--- config.mk ---
export PLATFORM = sky130hd
export DESIGN_NAME = fetch_pc_unit
export DESIGN_NICKNAME = d
export VERILOG_FILES = /design/src/rtl/fetch_pc_unit.sv
export SDC_FILE = /design/constraint.sdc
export NUM_CORES = 1
export LEC_CHECK = 0
export ABC_AREA = 1
export ABC_CLOCK_PERIOD_IN_PS = 12600
export CORE_ASPECT_RATIO = 1.1
export CORE_MARGIN = 2
export CORE_UTILIZATION = 48
export CTS_BUF_LIST = sky130_fd_sc_hd__clkbuf_8 sky130_fd_sc_hd__clkbuf_16
export DETAILED_ROUTE_END_ITERATION = 8
export GPL_ROUTABILITY_DRIVEN = 0
export PLACE_DENSITY = 0.86
export SETUP_SLACK_MARGIN = 0.15
export SLEW_MARGIN = 20
export SYNTH_ARGS = -nofsm -noshare
export SYNTH_HDL_FRONTEND = slang
export SYNTH_SLANG_ARGS = --single-unit
--- constraint.sdc ---
create_clock -name clk -period 12.6 [get_ports clk]
set_input_delay 3.78 -clock clk [delete_from_list [all_inputs] [get_ports clk]]
set_output_delay 3.78 -clock clk [all_outputs]
set_load 0.01 [all_outputs]
--- src/rtl/fetch_pc_unit.sv ---
// fetch_pc_unit: fetch-stage PC generator and single-outstanding instruction-bus initiator.
// Latency: data_ok at cycle N -> validF at N+1; consumption at M -> new request at M+1.
// Backpressure: stallF holds the buffered instruction; requests are never withdrawn, so
// a request in flight at redirect time is drained and its response discarded.
//
// Ports:
//   clk, reset           : clock, asynchronous active-high reset
//   stallF, flushF       : hazard-unit hold / drop of the buffered instruction
//   jump/jump_target     : execute-stage redirect (ignored while stallF=1)
//   exception, interrupt_update_pc, trap_vector : trap redirect (highest priority)
//   mret/mepc            : mret redirect
//   ireq_valid/ireq_addr : instruction-bus request
//   iresp_data_ok/iresp_data : instruction-bus response
//   validF/pcF/instrF    : instruction presented to the F->D register
//
// Optional build macro FETCH_PERF_CNT_EN adds perf_fetch_busy and perf_drop_cnt outputs.
module fetch_pc_unit #(
  parameter int                XLEN     = 64,
  parameter logic [XLEN-1:0]   RESET_PC = 'h8000_0000
) (
  input  logic            clk,
  input  logic            reset,
  input  logic            stallF,
  input  logic            flushF,
  input  logic            jump,
  input  logic [XLEN-1:0] jump_target,
  input  logic            exception,
  input  logic            interrupt_update_pc,
  input  logic [XLEN-1:0] trap_vector,
  input  logic            mret,
  input  logic [XLEN-1:0] mepc,
  output logic            ireq_valid,
  output logic [XLEN-1:0] ireq_addr,
  input  logic            iresp_data_ok,
  input  logic [31:0]     iresp_data,
  output logic            validF,
  output logic [XLEN-1:0] pcF,
  output logic [31:0]     instrF
`ifdef FETCH_PERF_CNT_EN
  ,
  output logic [63:0]     perf_fetch_busy,
  output logic [31:0]     perf_drop_cnt
`endif
);

  typedef enum logic [1:0] {IDLE, FETCH, HOLD, DRAIN} state_e;

  state_e          state_q, state_d;
  logic [XLEN-1:0] pc_q, pc_d;
  logic [XLEN-1:0] buf_pc_q, buf_pc_d;
  logic [31:0]     buf_instr_q, buf_instr_d;
  // Address of the request abandoned by a redirect; the bus must keep seeing it.
  logic [XLEN-1:0] drain_addr_q, drain_addr_d;
  logic            drop;

  // Redirect selection: trap beats mret beats jump; jump only counts when not stalled.
  logic            trap_redir;
  logic            redir;
  logic [XLEN-1:0] redir_pc;

  always_comb begin
    trap_redir = exception | interrupt_update_pc;
    redir      = trap_redir | mret | (jump & ~stallF);
    if (trap_redir)  redir_pc = trap_vector;
    else if (mret)   redir_pc = mepc;
    else             redir_pc = jump_target;
  end

  // State register
  always_ff @(posedge clk or posedge reset) begin
    if (reset) begin
      state_q      <= IDLE;
      pc_q         <= RESET_PC;
      buf_pc_q     <= RESET_PC;
      buf_instr_q  <= '0;
      drain_addr_q <= RESET_PC;
    end else begin
      state_q      <= state_d;
      pc_q         <= pc_d;
      buf_pc_q     <= buf_pc_d;
      buf_instr_q  <= buf_instr_d;
      drain_addr_q <= drain_addr_d;
    end
  end

  // Next-state logic
  always_comb begin
    state_d      = state_q;
    pc_d         = pc_q;
    buf_pc_d     = buf_pc_q;
    buf_instr_d  = buf_instr_q;
    drain_addr_d = drain_addr_q;
    drop         = 1'b0;
    unique case (state_q)
      IDLE: begin
        state_d = FETCH;
        if (redir) pc_d = redir_pc;
      end
      FETCH: begin
        if (redir) begin
          pc_d = redir_pc;
          if (iresp_data_ok) begin
            drop = 1'b1;              // response belongs to the dead path
          end else begin
            state_d      = DRAIN;
            drain_addr_d = pc_q;
          end
        end else if (iresp_data_ok) begin
          buf_pc_d    = pc_q;
          buf_instr_d = iresp_data;
          state_d     = HOLD;
        end
      end
      HOLD: begin
        if (redir) begin
          pc_d    = redir_pc;
          drop    = 1'b1;
          state_d = FETCH;
        end else if (flushF) begin
          // pc still equals buf_pc here, so the same instruction is refetched.
          drop    = 1'b1;
          state_d = FETCH;
        end else if (!stallF) begin
          pc_d    = buf_pc_q + XLEN'(4);
          state_d = FETCH;
        end
      end
      DRAIN: begin
        if (redir) pc_d = redir_pc;   // latest redirect wins
        if (iresp_data_ok) begin
          drop    = 1'b1;
          state_d = FETCH;
        end
      end
      default: state_d = IDLE;
    endcase
  end

  // Outputs
  always_comb begin
    ireq_valid = (state_q == FETCH) || (state_q == DRAIN);
    ireq_addr  = (state_q == DRAIN) ? drain_addr_q : pc_q;
    validF     = (state_q == HOLD);
    pcF        = buf_pc_q;
    instrF     = buf_instr_q;
  end

`ifdef FETCH_PERF_CNT_EN
  logic [63:0] perf_fetch_busy_q, perf_fetch_busy_d;
  logic [31:0] perf_drop_cnt_q, perf_drop_cnt_d;

  always_comb begin
    perf_fetch_busy_d = perf_fetch_busy_q;
    perf_drop_cnt_d   = perf_drop_cnt_q;
    if (ireq_valid && !iresp_data_ok) perf_fetch_busy_d = perf_fetch_busy_q + 64'd1;
    if (drop)                         perf_drop_cnt_d   = perf_drop_cnt_q + 32'd1;
  end

  always_ff @(posedge clk or posedge reset) begin
    if (reset) begin
      perf_fetch_busy_q <= '0;
      perf_drop_cnt_q   <= '0;
    end else begin
      perf_fetch_busy_q <= perf_fetch_busy_d;
      perf_drop_cnt_q   <= perf_drop_cnt_d;
    end
  end

  assign perf_fetch_busy = perf_fetch_busy_q;
  assign perf_drop_cnt   = perf_drop_cnt_q;
`endif

endmodule

## Word level (Yosys, flattened, before mapping)

Index checks and enable logic that the tools add are counted.
Widths: inputs -> output; s select.

- Register bits: 226
- Output and inout bits: 162
- Input bits: 233

- Bitwise logic cells: 7
- Reductions and logical operators: 7
- Eq/ne operators: 10
- Add/sub/neg operators: 1
- Multiplexer cells: 16

Operator list:

| kind | count |
|---|---|
| $mux 64 | 7 |
| $pmux 64 s2 | 1 |
| $add 64x3->64 const B | 1 |
| $mux 2 | 7 |
| $reduce_and 3->1 | 3 |
| $pmux 2 s4 | 1 |
| $ne 3x2->1 const B | 2 |
| $ne 3x3->1 const B | 2 |
| $eq 2x2->1 const B | 2 |
| $ne 4x3->1 const B | 1 |
| $reduce_and 4->1 | 1 |
| $not 1->1 | 3 |
| $or 1x1->1 | 3 |
| $reduce_or 3->1 | 1 |
| $eq 2x1->1 const B | 1 |
| $logic_not 2->1 | 1 |
| $ne 2x1->1 const B | 1 |
| $ne 2x2->1 const B | 1 |
| $and 1x1->1 | 1 |
| $logic_or 1x1->1 | 1 |

## Logic depth before layout (Yosys ltp)

- Depth in word-level cells: 5
- Depth in mapped cells: 11
- Depth with buffers taken out: 11

## Worst setup path before layout

Ideal clock, no wire load.

- Path kind: register to output
- Start: register state_q[0]
- End: output port ireq_addr[10]
- Path buffers: 2
- Required time: 8.820 ns
- Arrival: 1.324 ns
- Slack: 7.496 ns
- Cell stages (with the launch flop): 6
- Path through: dfrtp_1 > nand2_1 > clkbuf_1 > clkbuf_1 > nor2_1 > a21oi_1

- Cells in the longest elaborated chain, start to end: 2

Ends and longest elaborated chain:

| item | line | RTL |
|---|---|---|
| from (decl) | 48 | `state_e state_q, state_d;` |
| from (signal assigned) | 78 | `state_q <= state_d;` |
| $eq 2x2->1 | - |  |
| $mux 64 | 142 | `ireq_addr = (state_q == DRAIN) ? drain_addr_q : pc_q;` |
| to (decl) | 33 | `output logic [XLEN-1:0] ireq_addr,` |

No other way between the ends.

## Worst setup path after layout

- Start: input port mret
- End: register buf_instr_q[6], in the netlist instrF[6]

- Cells in the longest elaborated chain, start to end: 4

Ends and longest elaborated chain:

| item | line | RTL |
|---|---|---|
| from (decl) | 30 | `input logic mret,` |
| $or 1x1->1 (2 in series) | 63 | `redir = trap_redir \| mret \| (jump & ~stallF);` |
| $not 1->1 (no source line) | - |  |
| $reduce_and 3->1 (no source line) | - |  |
| to (signal assigned) | 81 | `buf_instr_q <= buf_instr_d;` |
| to (decl) | 51 | `logic [31:0] buf_instr_q, buf_instr_d;` |

No other way between the ends.
A chain may end at the register's enable or synchronous reset.

==> reports/results.ini <==
[global_route]
grt_overflow = 0
grt_usage_pct = 30.4
antenna_found_initial = 0
first_global_vias = 13054
grt_pass1_wl_um = 68600
grt_max_degree = 127

[layout]
multiInputGateArea_um2 = 6250
final_cell_mix = nand2_1, clkdlybuf4s50_1, dfrtp_1
regArea_um2 = 5660
post-route-cell-area_um2 = 17700
postLayoutCoreUtil_pct = 67.5
fillerInstances = 2158
antenna_cells = 0
layout.cells.most_common = nand2_1
nNetsFinal = 2386
drive_above_1_share_pct = 5.44
synthToLayoutAreaGrowth_pct = 37.7
final_cells = 2521

[setup_path]
cp_num_buf_inv = 4
slowest_delay_ns = 0.98
reg2reg_from = state_q[1]
startpoint_type = primary input
arrival_ns = 7.72
crit_required_ns = 13.00
path_max_fanout = 93
slowest_stage = clkinv_2
crit_top_cell = buf_4
startpoint = mret
worstPathCellList = buf_2 > buf_4 > clkinv_2 > nand2_1 > nor2_4 > nand2_4 > buf_4 > mux2_2
end_kind = flop
path_delay_family = buffers and inverters
worstSetupPathType = in2reg

[worst_hold_path]
min_path_type = reg2reg
min_from = pc_q[41]

[power_and_ir_drop]
power_mw = 3.52
power.share.clock_pct = 20.4
power.leakage_nw = 7.85
p_sw_mw = 1.33
internal_power_mw = 2.19
power_density_nw_per_um2 = 198
pwr-share-seq_pct = 36.7
ir_drop_mv = 0.148
p_comb_share_pct = 42.9
switching_share_pct = 37.8

[synth]
syn_area_um2 = 12900
yosysWarnings = 0
synth.largest_area_cell = dfrtp_1
yosysSeqAreaShare_pct = 43.9
syn_nets = 2053
synth_edf_count = 0
syn_inst = 1819
syn_avg_cell_area_um2 = 7.09
synthArstFlopShare_pct = 100
synth_cell_types = 36
synth_area_leaders = dfrtp_1, nand2_1, o21ai_0
yosys_register_bits = 226
ys.flop_type = dfrtp_1
synth_top_area_share_pct = 43.3

[detailed_routing]
wire_per_inst_um = 17.4
vias = 13684
drt_wl_total_um = 43800
dr.first_iter.drc_count = 1367
viasPerCell = 5.43
drt_first_pass_iters = 6
drc = 0
ant_nets = 0

[sta]
drv_slew = 0
worst_pin_slew_ns = 0.988
period_share_pct = 58.1
skew_ns = 0.0130
slew_headroom_pct = 34.0
fmax_mhz = 137
setup_tns_ns = 0
finalSetupViolCount = 0
rsz0062_at_grt = false
whs_ns = 0.480
hold_viol_final = 0
period_needed_ns = 7.32
finalWorstSetupSlack_ns = 5.28

[cts]
cts.clk_slew.worst_paths_ns = 0.06
cts_max_path_buffers = 3
cts_buffers = 25
clock_latency_ns = 0.53
post_cts_resized = 0
hold_buffers = 0
cts_root_buffer = clkbuf_16
htree_levels = 1
cts_tree = built
cts_setup_buffers = 0
cts_sinks = 226

[place]
postPlaceCellArea_um2 = 16900
pre_cts_ws_ns = 5.12
dpl.cell_count = 2476
portBuffers = 394
post-dp-hpwl_um = 32600

[floorplan]
io_pins = 395
core_area_um2 = 26300
start_util_pct = 49.0
rows = 62
die_h_um = 176
die_w_um = 160
die_area_um2 = 28200

[outcome]
status = finished, final reports clean

[run]
drv_cap = 0

-- kinds of logic after synthesis --
logic type	after synthesis	share of synthesized area [%]
AND/OR/NAND/NOR	905	28.7
AO/OA/AOI/OAI	388	15.3
buffers and inverters	246	7.74
flip-flops	226	43.9
multiplexers	32	2.80
XOR/XNOR	21	1.43
adder cells (fa/ha/maj)	1	0.0971
-- worst paths after layout --
check                           slack, ns                to  cells past startpoint
worst max register to register       9.95         instrF[6]                      6
min in group asynchronous            3.77        instrF[14]                      2
worst min register to register       0.48          pc_q[41]                      2
worst min-delay path                 0.48          pc_q[41]                      2
max in group asynchronous            6.81  drain_addr_q[32]                      4
worst max-delay path                 5.28         instrF[6]                      8
-- power by group through the flow --
stage | logic, mW | registers, mW | clock network, mW
global route | 1.64 | 1.32 | 0.757
CTS | 1.52 | 1.28 | 0.725
detailed placement | 1.51 | 1.29 | 0
global placement | 1.47 | 1.27 | 0
finish | 1.51 | 1.29 | 0.718
floorplan | 0.655 | 1.27 | 0
-- cell type report --
cell class / instances / share of cell area [%]
clock buffers: 27 / 3.68
repair buffers: 406 / 22.8
multi-input cells: 1347 / 35.2
well taps: 352 / 2.48
flip-flops and latches: 226 / 31.9
inverters: 146 / 3.14
clock inverters: 17 / 0.797
-- per-layer routing --
metal	share of wire [%]	wire length, um	up-vias	GRT usage (%)
met5	0	0	-	0
met4	4.5	1990	0	13.0
met3	8.3	3650	137	4.86
met2	47	20700	685	50.4
met1	40	17500	6348	39.9
li1	-	-	6514	-
-- sequential cells by signal, indices dropped and copies added (netlist names) --
name and cells:
state_q 2, pc_q 64, pcF 64, drain_addr_q 64, instrF 32
-- worst reg2reg max path: cells and delay by family (launching register included) --
kind          cells  cell delay [ns]
buf+inv           2             0.95
simple gates      3             0.68
flops             1             0.42
mux               1             0.47
-- synthesized netlist by cell type, types with 2 or more instances --
| cell type | number |
|---|---|
| nor2_4 | 5 |
| nand3_2 | 2 |
| o21ai_1 | 32 |
| buf_1 | 4 |
| clkbuf_1 | 48 |
| nand2_4 | 2 |
| nor2_2 | 7 |
| o21ai_0 | 222 |
| dfrtp_1 | 223 |
| mux2_2 | 32 |
| buf_2 | 44 |
| inv_2 | 3 |
| nand2_2 | 6 |
| buf_4 | 3 |
| nand2_1 | 563 |
| inv_1 | 142 |
| nor2_1 | 183 |
| dfstp_2 | 3 |
| o211ai_1 | 6 |
| xnor2_1 | 10 |
| a21oi_1 | 123 |
| nand4_1 | 9 |
| nand3b_1 | 2 |
| nand3_1 | 123 |
| xor2_1 | 11 |
No activity file was read; power rests on OpenSTA's default activity.
